File: config.mk
export PLATFORM = sky130hd
export DESIGN_NAME = clock_monitor_flat
export DESIGN_NICKNAME = d
export VERILOG_FILES = /design/src/rtl/clock_monitor_if.sv /design/src/rtl/clock_monitor.sv /design/src/flat_wrapper.sv
export SDC_FILE = /design/constraint.sdc
export NUM_CORES = 1
export LEC_CHECK = 0
export CORE_ASPECT_RATIO = 0.9
export CORE_MARGIN = 2
export CORE_UTILIZATION = 40
export CTS_CLUSTER_DIAMETER = 60
export DETAILED_ROUTE_END_ITERATION = 16
export PLACE_DENSITY_LB_ADDON = 0.3
export SETUP_SLACK_MARGIN = 0.5
export SKIP_CTS_REPAIR_TIMING = 1
export SYNTH_ARGS = -nofsm -noshare
export SYNTH_HDL_FRONTEND = slang
export SYNTH_SLANG_ARGS = --single-unit
File: constraint.sdc
create_clock -name clk_40MHz -period 3.2 [get_ports clk_40MHz]
set_input_delay 0.64 -clock clk_40MHz [delete_from_list [all_inputs] [get_ports clk_40MHz]]
set_output_delay 0.64 -clock clk_40MHz [all_outputs]
set_load 0.05 [all_outputs]
File: src/rtl/clock_monitor_if.sv
// Port bundle for the clock monitor: the monitored slow clock in,
// measurement and lock status out.
interface clock_monitor_if #(
    parameter int CNT_W = 32
);
    logic             sig_in;
    logic             meas_valid;
    logic [CNT_W-1:0] meas_val;
    logic             meas_level;
    logic             locked;
    logic             fault;
    logic             timeout;
    logic [15:0]      err_cnt;

    modport master (
        output sig_in,
        input  meas_valid,
        input  meas_val,
        input  meas_level,
        input  locked,
        input  fault,
        input  timeout,
        input  err_cnt
    );

    modport slave (
        input  sig_in,
        output meas_valid,
        output meas_val,
        output meas_level,
        output locked,
        output fault,
        output timeout,
        output err_cnt
    );
endinterface

File: src/rtl/clock_monitor.sv
// Measures each half-period of a slow asynchronous clock and tracks
// lock/fault/timeout status against a nominal half-period.
module clock_monitor #(
    parameter int HALF_NOM   = 200000,
    parameter int TOL        = 2,
    parameter int LOCK_COUNT = 4,
    parameter int TIMEOUT    = 400000,
    parameter int CNT_W      = 32
) (
    input  logic           clk_40MHz,
    input  logic           rst,
    clock_monitor_if.slave mon
);
    typedef enum logic [1:0] {
        IDLE,
        ACQUIRE,
        LOCKED,
        FAULT
    } state_t;

    localparam int GW = (LOCK_COUNT < 2) ? 1 : $clog2(LOCK_COUNT + 1);

    // Tolerance window is evaluated one bit wider so HALF_NOM+TOL cannot wrap.
    localparam longint LO_L = (HALF_NOM > TOL) ?
                              longint'(HALF_NOM - TOL) : longint'(0);
    localparam longint HI_L = longint'(HALF_NOM) + longint'(TOL);

    localparam logic [CNT_W:0]   LO   = (CNT_W + 1)'(LO_L);
    localparam logic [CNT_W:0]   HI   = (CNT_W + 1)'(HI_L);
    localparam logic [CNT_W-1:0] TO_V = CNT_W'(TIMEOUT);
    localparam logic [GW-1:0]    LAST = GW'(LOCK_COUNT - 1);

    logic             s1;
    logic             s2;
    logic             s3;
    logic             rise;
    logic             fall;
    logic             edge_seen;
    logic [CNT_W-1:0] cnt;
    logic [CNT_W-1:0] cnt_n;
    logic [CNT_W:0]   cnt_x;
    logic             good;
    logic             tmo_hit;

    state_t           state;
    state_t           state_n;
    logic [GW-1:0]    gcnt;
    logic [GW-1:0]    gcnt_n;
    logic             err_inc;
    logic             mv_n;
    logic             tmo_n;

    logic             meas_valid_q;
    logic [CNT_W-1:0] meas_val_q;
    logic             meas_level_q;
    logic             locked_q;
    logic             fault_q;
    logic             tmo_q;
    logic [15:0]      err_q;

    assign rise      = s2 & ~s3;
    assign fall      = ~s2 & s3;
    assign edge_seen = rise | fall;

    assign cnt_x   = {1'b0, cnt};
    assign good    = (cnt_x >= LO) && (cnt_x <= HI);
    assign tmo_hit = (state != IDLE) && !edge_seen && (cnt == TO_V);

    always_comb begin
        cnt_n = cnt;
        if (edge_seen) begin
            cnt_n = CNT_W'(1);
        end else if (cnt != '1) begin
            cnt_n = cnt + CNT_W'(1);
        end
    end

    always_comb begin
        state_n = state;
        gcnt_n  = gcnt;
        err_inc = 1'b0;
        mv_n    = 1'b0;
        tmo_n   = 1'b0;
        // tmo_hit already excludes edge cycles, so an edge always wins.
        unique case (1'b1)
            edge_seen: begin
                mv_n = (state != IDLE);
                unique case (state)
                    IDLE: begin
                        state_n = ACQUIRE;
                        gcnt_n  = '0;
                    end
                    ACQUIRE: begin
                        if (!good) begin
                            gcnt_n = '0;
                        end else if (gcnt >= LAST) begin
                            state_n = LOCKED;
                            gcnt_n  = '0;
                        end else begin
                            gcnt_n = gcnt + GW'(1);
                        end
                    end
                    LOCKED: begin
                        if (!good) begin
                            state_n = FAULT;
                            err_inc = 1'b1;
                        end
                    end
                    FAULT: begin
                        if (good) begin
                            state_n = ACQUIRE;
                            gcnt_n  = GW'(1);
                        end
                    end
                    default: state_n = IDLE;
                endcase
            end
            tmo_hit: begin
                state_n = IDLE;
                gcnt_n  = '0;
                tmo_n   = 1'b1;
                err_inc = 1'b1;
            end
            default: ;
        endcase
    end

    always_ff @(posedge clk_40MHz or posedge rst) begin
        if (rst) begin
            s1           <= 1'b0;
            s2           <= 1'b0;
            s3           <= 1'b0;
            cnt          <= '0;
            state        <= IDLE;
            gcnt         <= '0;
            meas_valid_q <= 1'b0;
            meas_val_q   <= '0;
            meas_level_q <= 1'b0;
            locked_q     <= 1'b0;
            fault_q      <= 1'b0;
            tmo_q        <= 1'b0;
            err_q        <= '0;
        end else begin
            s1           <= mon.sig_in;
            s2           <= s1;
            s3           <= s2;
            cnt          <= cnt_n;
            state        <= state_n;
            gcnt         <= gcnt_n;
            meas_valid_q <= mv_n;
            if (mv_n) begin
                meas_val_q   <= cnt;
                meas_level_q <= fall;
            end
            locked_q <= (state_n == LOCKED);
            fault_q  <= (state_n == FAULT);
            tmo_q    <= tmo_n;
            if (err_inc && (err_q != 16'hFFFF)) begin
                err_q <= err_q + 16'd1;
            end
        end
    end

    assign mon.meas_valid = meas_valid_q;
    assign mon.meas_val   = meas_val_q;
    assign mon.meas_level = meas_level_q;
    assign mon.locked     = locked_q;
    assign mon.fault      = fault_q;
    assign mon.timeout    = tmo_q;
    assign mon.err_cnt    = err_q;
endmodule

File: src/flat_wrapper.sv
// flat-port wrapper written by rule: the top's interface ports become plain ports
module clock_monitor_flat 
#(
    parameter int HALF_NOM   = 200000,
    parameter int TOL        = 2,
    parameter int LOCK_COUNT = 4,
    parameter int TIMEOUT    = 400000,
    parameter int CNT_W      = 32
)
  (clk_40MHz, rst, mon_sig_in, mon_meas_valid, mon_meas_val, mon_meas_level, mon_locked, mon_fault, mon_timeout, mon_err_cnt);
  clock_monitor_if #(.CNT_W(CNT_W)) mon_i ();
  input  logic clk_40MHz;
  input  logic rst;
  input wire logic [$bits(mon_i.sig_in)-1:0] mon_sig_in;
  output wire logic [$bits(mon_i.meas_valid)-1:0] mon_meas_valid;
  output wire logic [$bits(mon_i.meas_val)-1:0] mon_meas_val;
  output wire logic [$bits(mon_i.meas_level)-1:0] mon_meas_level;
  output wire logic [$bits(mon_i.locked)-1:0] mon_locked;
  output wire logic [$bits(mon_i.fault)-1:0] mon_fault;
  output wire logic [$bits(mon_i.timeout)-1:0] mon_timeout;
  output wire logic [$bits(mon_i.err_cnt)-1:0] mon_err_cnt;
  assign mon_i.sig_in = mon_sig_in;
  assign mon_meas_valid = mon_i.meas_valid;
  assign mon_meas_val = mon_i.meas_val;
  assign mon_meas_level = mon_i.meas_level;
  assign mon_locked = mon_i.locked;
  assign mon_fault = mon_i.fault;
  assign mon_timeout = mon_i.timeout;
  assign mon_err_cnt = mon_i.err_cnt;
  clock_monitor #(.HALF_NOM(HALF_NOM), .TOL(TOL), .LOCK_COUNT(LOCK_COUNT), .TIMEOUT(TIMEOUT), .CNT_W(CNT_W)) u_core (.clk_40MHz(clk_40MHz), .rst(rst), .mon(mon_i));
endmodule
# Yosys cells after proc, flatten, opt, wreduce, memory -nomap -nowiden
# Cells that the tools add are included.
# classes
add_sub_neg,3
muxes,18
multipliers,0
div,0
n_reduce_logical,10
order_cmp,3
eq_ne,10
n_bitwise,5
shift,0
# op_table
op,count
two-way mux 32 bit,2
"adder 32 x 1 -> 32 bit, second input constant",1
"equality test 32 x 19 -> 1 bit, second input constant",1
"greater-or-equal comparator 32 x 18 -> 1 bit, second input constant",1
"<= comparator 32 x 18 -> 1 bit, second input constant",1
"!= test 32 bit, second input constant",1
"adder 16 x 1 -> 16 bit, second input constant",1
"!= test 16 bit, second input constant",1
two-way mux 3 bit,3
case mux 3 bit (3 select lines),1
"equality test 2 bit, second input constant",4
two-way mux 2 bit,4
case mux 2 bit (4 select lines),1
case mux 3 bit (2 select lines),1
nonzero test 2 bit,3
logical AND 1 bit,4
two-way mux 1 bit,4
"!= test 4 bit, second input constant",1
case mux 2 bit (2 select lines),1
"adder 3 x 1 -> 3 bit, second input constant",1
"greater-or-equal comparator 3 x 2 -> 1 bit, second input constant",1
"!= test 3 bit, second input constant",1
AND reduction 3 bit,1
bitwise AND 1 bit,2
6 further kinds,7
# totals
output_inout_bits,53
in_bits,3
mem_bits_rw,0
rom_bits,0
wordCells,62
n_memories,0
reg_bits,93
latch_bits,0

# Logic depth before layout (Yosys ltp)
# Gate-level depths: netlist (run 1).
# logic_depth
ltp_word,8
mapped_depth,9
depth_no_buf,8

# Worst setup path before layout (run 1)
# No wires, ideal clock.
# synth_timing
path_kind,register -> register
start,reg u_core.s2
end,reg u_core.locked_q (netlist: u_core.mon.locked)
path_slack_ns,0.701
t_required_ns,3.081
synth_period_minus_slack_ns,2.499
setup_time_ns,0.119
stages_incl_launch_ff,10
t_arrival_ns,2.380
path_buffers,1
path_cell_list,dfrtp_1 -> inv_1 -> ha_1 -> clkbuf_1 -> and4_1 -> nand2_1 -> or4_1 -> a32o_1 -> or3b_4 -> and2_1
# synth_via
elab_chain_len,8
word_cells_on_any_way,9
classes_between,eq/ne (1); mux (1); bitwise (4); reduce/logical (3)
# synth_rtl
item,line,text
from (decl),clock_monitor.sv:34,logic s2;
from (signal assigned),clock_monitor.sv:131,s2 <= 1'b0;
from (signal assigned),clock_monitor.sv:145,s2 <= s1;
NOT 1 bit,clock_monitor.sv:62,assign fall = ~s2 & s3;
bitwise AND 1 bit,clock_monitor.sv:62,
bitwise OR 1 bit (*),clock_monitor.sv:63,assign edge_seen = rise | fall;
logical NOT 1 bit,clock_monitor.sv:67,assign tmo_hit = (state != IDLE) && !edge_seen && (cnt == TO_V);
logical AND 1 bit (2 in a row),clock_monitor.sv:67,
case mux 2 bit (2 select lines) (*),clock_monitor.sv:85,unique case (1'b1)
equality test 2 bit (*),clock_monitor.sv:155,locked_q <= (state_n == LOCKED);
to (signal assigned),clock_monitor.sv:155,
to (decl),clock_monitor.sv:56,logic locked_q;
# Every way passes the cells marked *; elsewhere a longest branch is shown, timed or not.
# A chain may end at the register's enable or synchronous reset.

# Final worst setup path (run 1)
# layout_timing
start,reg u_core.cnt[31]
end,reg u_core.locked_q (netlist: u_core.mon.locked)
# layout_via
elab_chain_len,6
word_cells_on_any_way,11
classes_between,order compare (2); eq/ne (2); mux (5); reduce/logical (2)
# layout_rtl
item,line,text
from (decl),clock_monitor.sv:39,logic [CNT_W-1:0] cnt;
from (signal assigned),clock_monitor.sv:147,cnt <= cnt_n;
greater-or-equal comparator 32 x 18 -> 1 bit or <= comparator 32 x 18 -> 1 bit (tied branches),clock_monitor.sv:66,assign good = (cnt_x >= LO) && (cnt_x <= HI);
logical AND 1 bit,clock_monitor.sv:66,
"two-way mux 2 bit, on equally long branches","clock_monitor.sv:110, clock_monitor.sv:94, clock_monitor.sv:104",
case mux 2 bit (4 select lines),clock_monitor.sv:88,unique case (state)
case mux 2 bit (2 select lines) (*),clock_monitor.sv:85,
equality test 2 bit (*),clock_monitor.sv:155,
# Marks and branches as above.

==> flow_summary.yaml, run 1 <==
critical_path:
  cpMaxStageDelayCell: "or4_1"
  worst-path-max-fanout: 6
  cp.required_ns: 3.43
  max_stage_delay_ns: 0.58
  arrival_ns: 2.85
  cp_cell_sequence: "nor4_1, nand4_1, buf_4, or4_1, a32o_1, or3b_4, and2_1"
  crit_path_start_kind: "flop"
  end_kind: "flop"
  crit_type: "reg -> reg"
synth:
  synth_fp_nets: 459
  synth_flop_cell: "dfrtp_1"
  synthAdderAreaFrac: 0.0292
  synth_cell_types: 51
  synthSimpleGateAreaFrac: 0.218
  synth_top_family_by_area: "simple AND/OR/NAND/NOR gates"
  synth-compound-area-share: 0.0664
  synth_cells: 445
  async_reset_ff_frac: 1.00
  seq_area_frac_synth: 0.494
  synthMuxAreaShare: 0.0879
  synthesis.yosys.warnings: 0
  synth.avg_cell_area_um2: 10.6
  synth_edf_count: 0
  synth_seq_cells: 93
  synth_xor_area_frac: 0.0743
  synth_area_mm2: 0.00471
timing:
  worstMarginPinSlew_ns: 0.597
  tns_ns: 0
  maxSlewHeadroom: 0.599
  finalCriticalPeriod_ns: 2.62
  hold_viol_final: 0
  rsz0062_at_grt: "false"
  fin_skew_ns: 0.00833
  setup_viol: 0
  timing.fmax_ghz: 0.382
  slew_violations: 0
  fin_crit_sh: 0.818
finish:
  finish.utilization: 0.508
  fin_nets: 507
  nFillCells: 1076
  drive_gt1_frac: 0.139
  area_delta_synth_final_pct: 23.8
  insertedDiodeCount: 0
global_route:
  globalRouteMet1Util: 0.242
  grt_overflow: 0
  use_met2: 0.275
  use_met3: 0.0410
  antenna_found_initial: 0
  track_usage: 0.176
  grt_pass1_vias: 3503
  grt_max_degree: 94
  grt_pass1_wl_mm: 17.7
  grt-busiest-layer: "met2"
die:
  io_pins: 56
  initial_core_util: 0.411
  rows: 37
  dieArea_mm2: 0.0127
  dieWidth_um: 118
  dieHeight_um: 107
  core-area_mm2: 0.0115
detailed_routing:
  drt_iter0_drc: 225
  drcViolationCount: 0
  drt_first_pass_iters: 5
  via_per_inst: 5.34
  postRouteWirelength_mm: 10.3
  vias: 3494
  wl_per_cell_um: 15.8
  ant_nets: 0
placed_design:
  gp_congestion: 0.881
  dpl.hpwl_mm: 7.17
  io_buffers: 55
clock_tree:
  cts-root-buf: "clkbuf_16"
  insertion_delay_ns: 0.34
  h-tree-depth: 3
  cts_tree: "built"
  cts_sinks: 93
  clk_path_buf_depth: 2
  cts_buffers: 9
  clk_pin_slew_ns: 0.06
pwr:
  p_per_area_mw_per_mm2: 519
  cellLeakagePower_nw: 2.64
  irDropWorstVdd_v: 0.000283
  finalPower_mw: 3.03
status:
  status: "completed"
hold_path:
  min-delay-path-class: "reg -> reg"
flow_run:
  maxCapViolations: 0
==> cell usage after synthesis (all sizes together), types with 2 or more instances <==
master  count  share of area
nand2b      3         0.0040
a211oi      2         0.0032
or4         3         0.0048
nor3       12          0.013
o31ai       3         0.0048
nor2b       6         0.0080
nor4        8          0.012
xnor2      21          0.039
nand4      14          0.019
nor4b       2         0.0037
a21o        2         0.0032
nand2      25          0.020
and2       33          0.044
a21oi      12          0.013
a21boi      2         0.0032
o211ai      2         0.0032
a22oi       2         0.0032
ha         11          0.029
or3         5         0.0066
inv        11         0.0088
and4        5         0.0093
nand3      28          0.030
clkbuf     22          0.018
nor3b       2         0.0032
mux2       35          0.084
mux2i       2         0.0042
dfrtp      93           0.49
o21ai       8         0.0085
nand3b      3         0.0048
xor2       19          0.035
and3       11          0.015
nor2       15          0.012
buf         4         0.0042
a31oi       3         0.0040
==> routing by layer <==
metal | up-vias | part of all wire
li1 | 1681 | -
met1 | 1729 | 0.48
met2 | 74 | 0.46
met3 | 10 | 0.053
met4 | 0 | 0.013
met5 | - | 0
==> worst paths after layout <==
path,depth (start not counted),from,slack [ns],endpoint
setup / recovery,7,u_core.cnt[31],0.58,u_core.mon.locked
hold / removal,0,u_core.s2,0.39,u_core.s3
setup reg to reg,7,u_core.cnt[31],0.58,u_core.mon.locked
hold reg to reg,0,u_core.s2,0.39,u_core.s3
max in group asynchronous,3,rst,2.05,u_core.mon.meas_val[31]
min in group asynchronous,3,rst,0.80,u_core.mon.meas_val[10]
==> cell families after synthesis <==
logic type / count (synthesis)
buf+inv: 37
xor+xnor: 40
flops: 93
simple gates: 180
fa+ha+maj: 11
compound gates: 47
mux: 37
==> placed cells by master, fill, tap and decap left out, types with 3 or more instances in the layout <==
master / synthesis / routed
nand2_1: 25 / 25
ha_1: 11 / 10
and4_1: 5 / 5
or3_1: 5 / 5
nor3_1: 12 / 11
a31oi_1: 3 / 3
clkbuf_16: 0 / 9
dfrtp_1: 93 / 93
inv_1: 11 / 10
nor4_1: 7 / 7
and2_1: 33 / 33
mux2_2: 35 / 35
o31ai_1: 3 / 3
buf_4: 0 / 7
nand4_1: 14 / 14
a21oi_1: 12 / 12
clkdlybuf4s50_1: 0 / 55
nand2b_1: 3 / 3
xor2_1: 19 / 19
nor2_1: 15 / 14
nor2b_1: 6 / 6
bufinv_16: 0 / 4
nand3_1: 28 / 28
xnor2_1: 21 / 21
o21ai_0: 8 / 8
and3_1: 11 / 11
or4_1: 3 / 3
nand3b_1: 3 / 3
==> per-stage QoR <==
step,instances,hold WS [ns],setup slack (ns),cell area [um^2]
after floorplan,445,0.331,0.701,4720
after global placement,637,0.361,0.630,5440
after detailed placement,637,0.368,0.563,5440
after CTS,653,0.383,0.546,5810
after global routing,654,0.395,0.464,5830
final,654,0.385,0.583,5830
==> worst max-delay path, delay by kind of cell (launching register included) <==
kind | cells | cell delay [ns]
flops | 1 | 0.43
buf+inv | 1 | 0.18
simple gates | 5 | 1.59
compound gates | 1 | 0.29
==> area by class of cell <==
class                           count  area, um^2  share of cell area
Clock buffer                       10         239              0.0410
Multi-Input combinational cell    315        2270               0.389
Clock inverter                      6         134              0.0230
Timing Repair Buffer               63         623               0.107
Sequential cell                    93        2330               0.399
Inverter                           11        45.0             0.00772
Tap cell                          156         195              0.0335
==> power breakdown <==
part | switching, mW | internal, mW
clock | 0.439 | 0.863
combinational | 0.296 | 0.171
sequential | 0.0390 | 1.22
==> flip-flops by register name, summed over array words and instances, names as in the netlist, named ones only <==
name                   count
u_core.cnt                32
u_core.gcnt                3
u_core.mon.err_cnt        16
u_core.mon.fault           1
u_core.mon.locked          1
u_core.mon.meas_level      1
u_core.mon.meas_val       32
u_core.mon.meas_valid      1
u_core.mon.timeout         1
u_core.s1                  1
u_core.s2                  1
u_core.s3                  1
u_core.state               1
Note: power is estimated with default switching activity, not from simulation.
==> run 2: changes to the inputs <==
- clock period: 3.2 -> 2.2 ns (I/O delays scaled with it)
==> run 2 against run 1 <==
The flow now finishes with violations (negative setup slack); maximum frequency increased by 9.9%; highest routed layer unchanged; critical endpoint is now u_core.mon.fault; largest cell class is now multi-input gates; non-clock buffer count is 90 higher; global-route usage is 0.77 points higher; die area did not move; power rose by 53%.
==> flow_summary.yaml, run 2 (synthesis results as in run 1) <==
placed_design:
  pre_cts_slack_ns: -0.207
  dpl.hpwl_mm: 7.98
  gp_congestion: 0.920
  io_buffers: 55
  dp_cells: 702
global_route:
  grt_max_degree: 94
  grt_pass1_vias: 3697
  antenna_found_initial: 0
  track_usage: 0.183
  grt_pass1_wl_mm: 18.5
  grt_overflow: 0
finish:
  final_cells: 743
  multi_input_area_mm2: 0.00291
  final_cell_mix: "dfrtp_1 (90), buf_4 (63), dlymetal6s2s_1 (47)"
  area_delta_synth_final_pct: 57.5
  layout_commonest_cell: "dfrtp_1"
  fin_nets: 597
  insertedDiodeCount: 0
  regArea_mm2: 0.00233
  nFillCells: 916
  finish.utilization: 0.646
  drive_gt1_frac: 0.394
timing:
  worstMarginPinSlew_ns: 0.519
  fin_skew_ns: 0.00897
  timing.hold.ws_ns: 0.350
  tns_ns: -1.55
  fin_crit_sh: 1.08
  hold_viol_final: 0
  finalCriticalPeriod_ns: 2.38
  slew_violations: 0
  setup_viol: 20
  rsz0062_at_grt: "true"
  timing.fmax_ghz: 0.420
  worst_slack_ns: -0.180
  maxSlewHeadroom: 0.653
detailed_routing:
  vias: 3991
  drt_first_pass_iters: 4
  wl_per_cell_um: 18.1
  drcViolationCount: 0
  ant_nets: 0
  drt_iter0_drc: 190
  postRouteWirelength_mm: 13.5
  via_per_inst: 5.37
clock_tree:
  cts-root-buf: "clkbuf_16"
  insertion_delay_ns: 0.34
  cts_tree: "built"
  clk_pin_slew_ns: 0.06
  clk_path_buf_depth: 2
  cts_sinks: 93
  h-tree-depth: 3
  cts_buffers: 9
critical_path:
  critPathTopFamily: "simple AND/OR/NAND/NOR gates"
  cp.required_ns: 2.42
  arrival_ns: 2.60
  max_stage_delay_ns: 0.55
  critPathBufInv: 0
  crit_type: "reg -> reg"
  cpMaxStageDelayCell: "or4_4"
  crit_path_start_kind: "flop"
  cp_cell_sequence: "ha_4, and4_1, nand2_1, or4_4, a32o_1, or3b_4, nor2b_1"
  worst-path-max-fanout: 3
  end_kind: "flop"
die:
  dieHeight_um: 107
  dieArea_mm2: 0.0127
  initial_core_util: 0.411
  rows: 37
  io_pins: 56
  dieWidth_um: 118
  core-area_mm2: 0.0115
status:
  violations: "negative setup slack"
  status: "complete, but fails checks"
hold_path:
  min-delay-path-class: "reg -> reg"
pwr:
  cellLeakagePower_nw: 4.19
  irDropWorstVdd_v: 0.000471
  p_sw_mw: 1.32
  power.internal_mw: 3.31
  p_clk_frac: 0.357
  swShare: 0.285
  p_per_area_mw_per_mm2: 623
  seq_power_share: 0.390
  power_frac_comb: 0.252
flow_run:
  maxCapViolations: 0
[run 2: layer usage]
layer | GRT usage | wire length [um] | up-vias
met4 | 0.0561 | 225 | 0
met1 | 0.249 | 6110 | 2031
met5 | 0 | 0 | -
li1 | - | - | 1860
met2 | 0.296 | 6630 | 80
met3 | 0.0388 | 516 | 20
[run 2: power by group through the flow]
stage,clock [mW],sequential [mW],combinational [mW]
2_1_floorplan,0,1.99,0.381
3_3_place_gp,0,1.84,0.785
3_5_place_dp,0,1.84,0.799
4_1_cts,1.68,1.80,0.800
5_1_grt,1.76,1.81,1.23
6_report,1.65,1.80,1.17
[run 2: final timing paths]
check	start	to	slack [ns]	depth (start not counted)
setup / recovery	u_core.s3	u_core.mon.fault	-0.18	7
hold / removal	u_core.s1	u_core.s2	0.35	0
setup reg to reg	u_core.s3	u_core.mon.fault	-0.18	7
hold reg to reg	u_core.s1	u_core.s2	0.35	0
max in group asynchronous	rst	u_core.cnt[7]	1.23	3
min in group asynchronous	rst	u_core.mon.meas_valid	0.60	3
[run 2: area by class of cell]
cell class,instances,share of cell area
multi-input cells,315,0.392
flip-flops and latches,93,0.314
repair buffers,153,0.219
clock buffers,11,0.0327
well taps,156,0.0263
clock inverters,4,0.00978
inverters,11,0.00607
[run 2: through the flow]
step / cell area, um^2 / power, mW
after global routing: 7420 / 4.80
after global placement: 6090 / 2.62
after CTS: 6400 / 4.29
final: 7420 / 4.62
after detailed placement: 6090 / 2.64
after floorplan: 4940 / 2.37
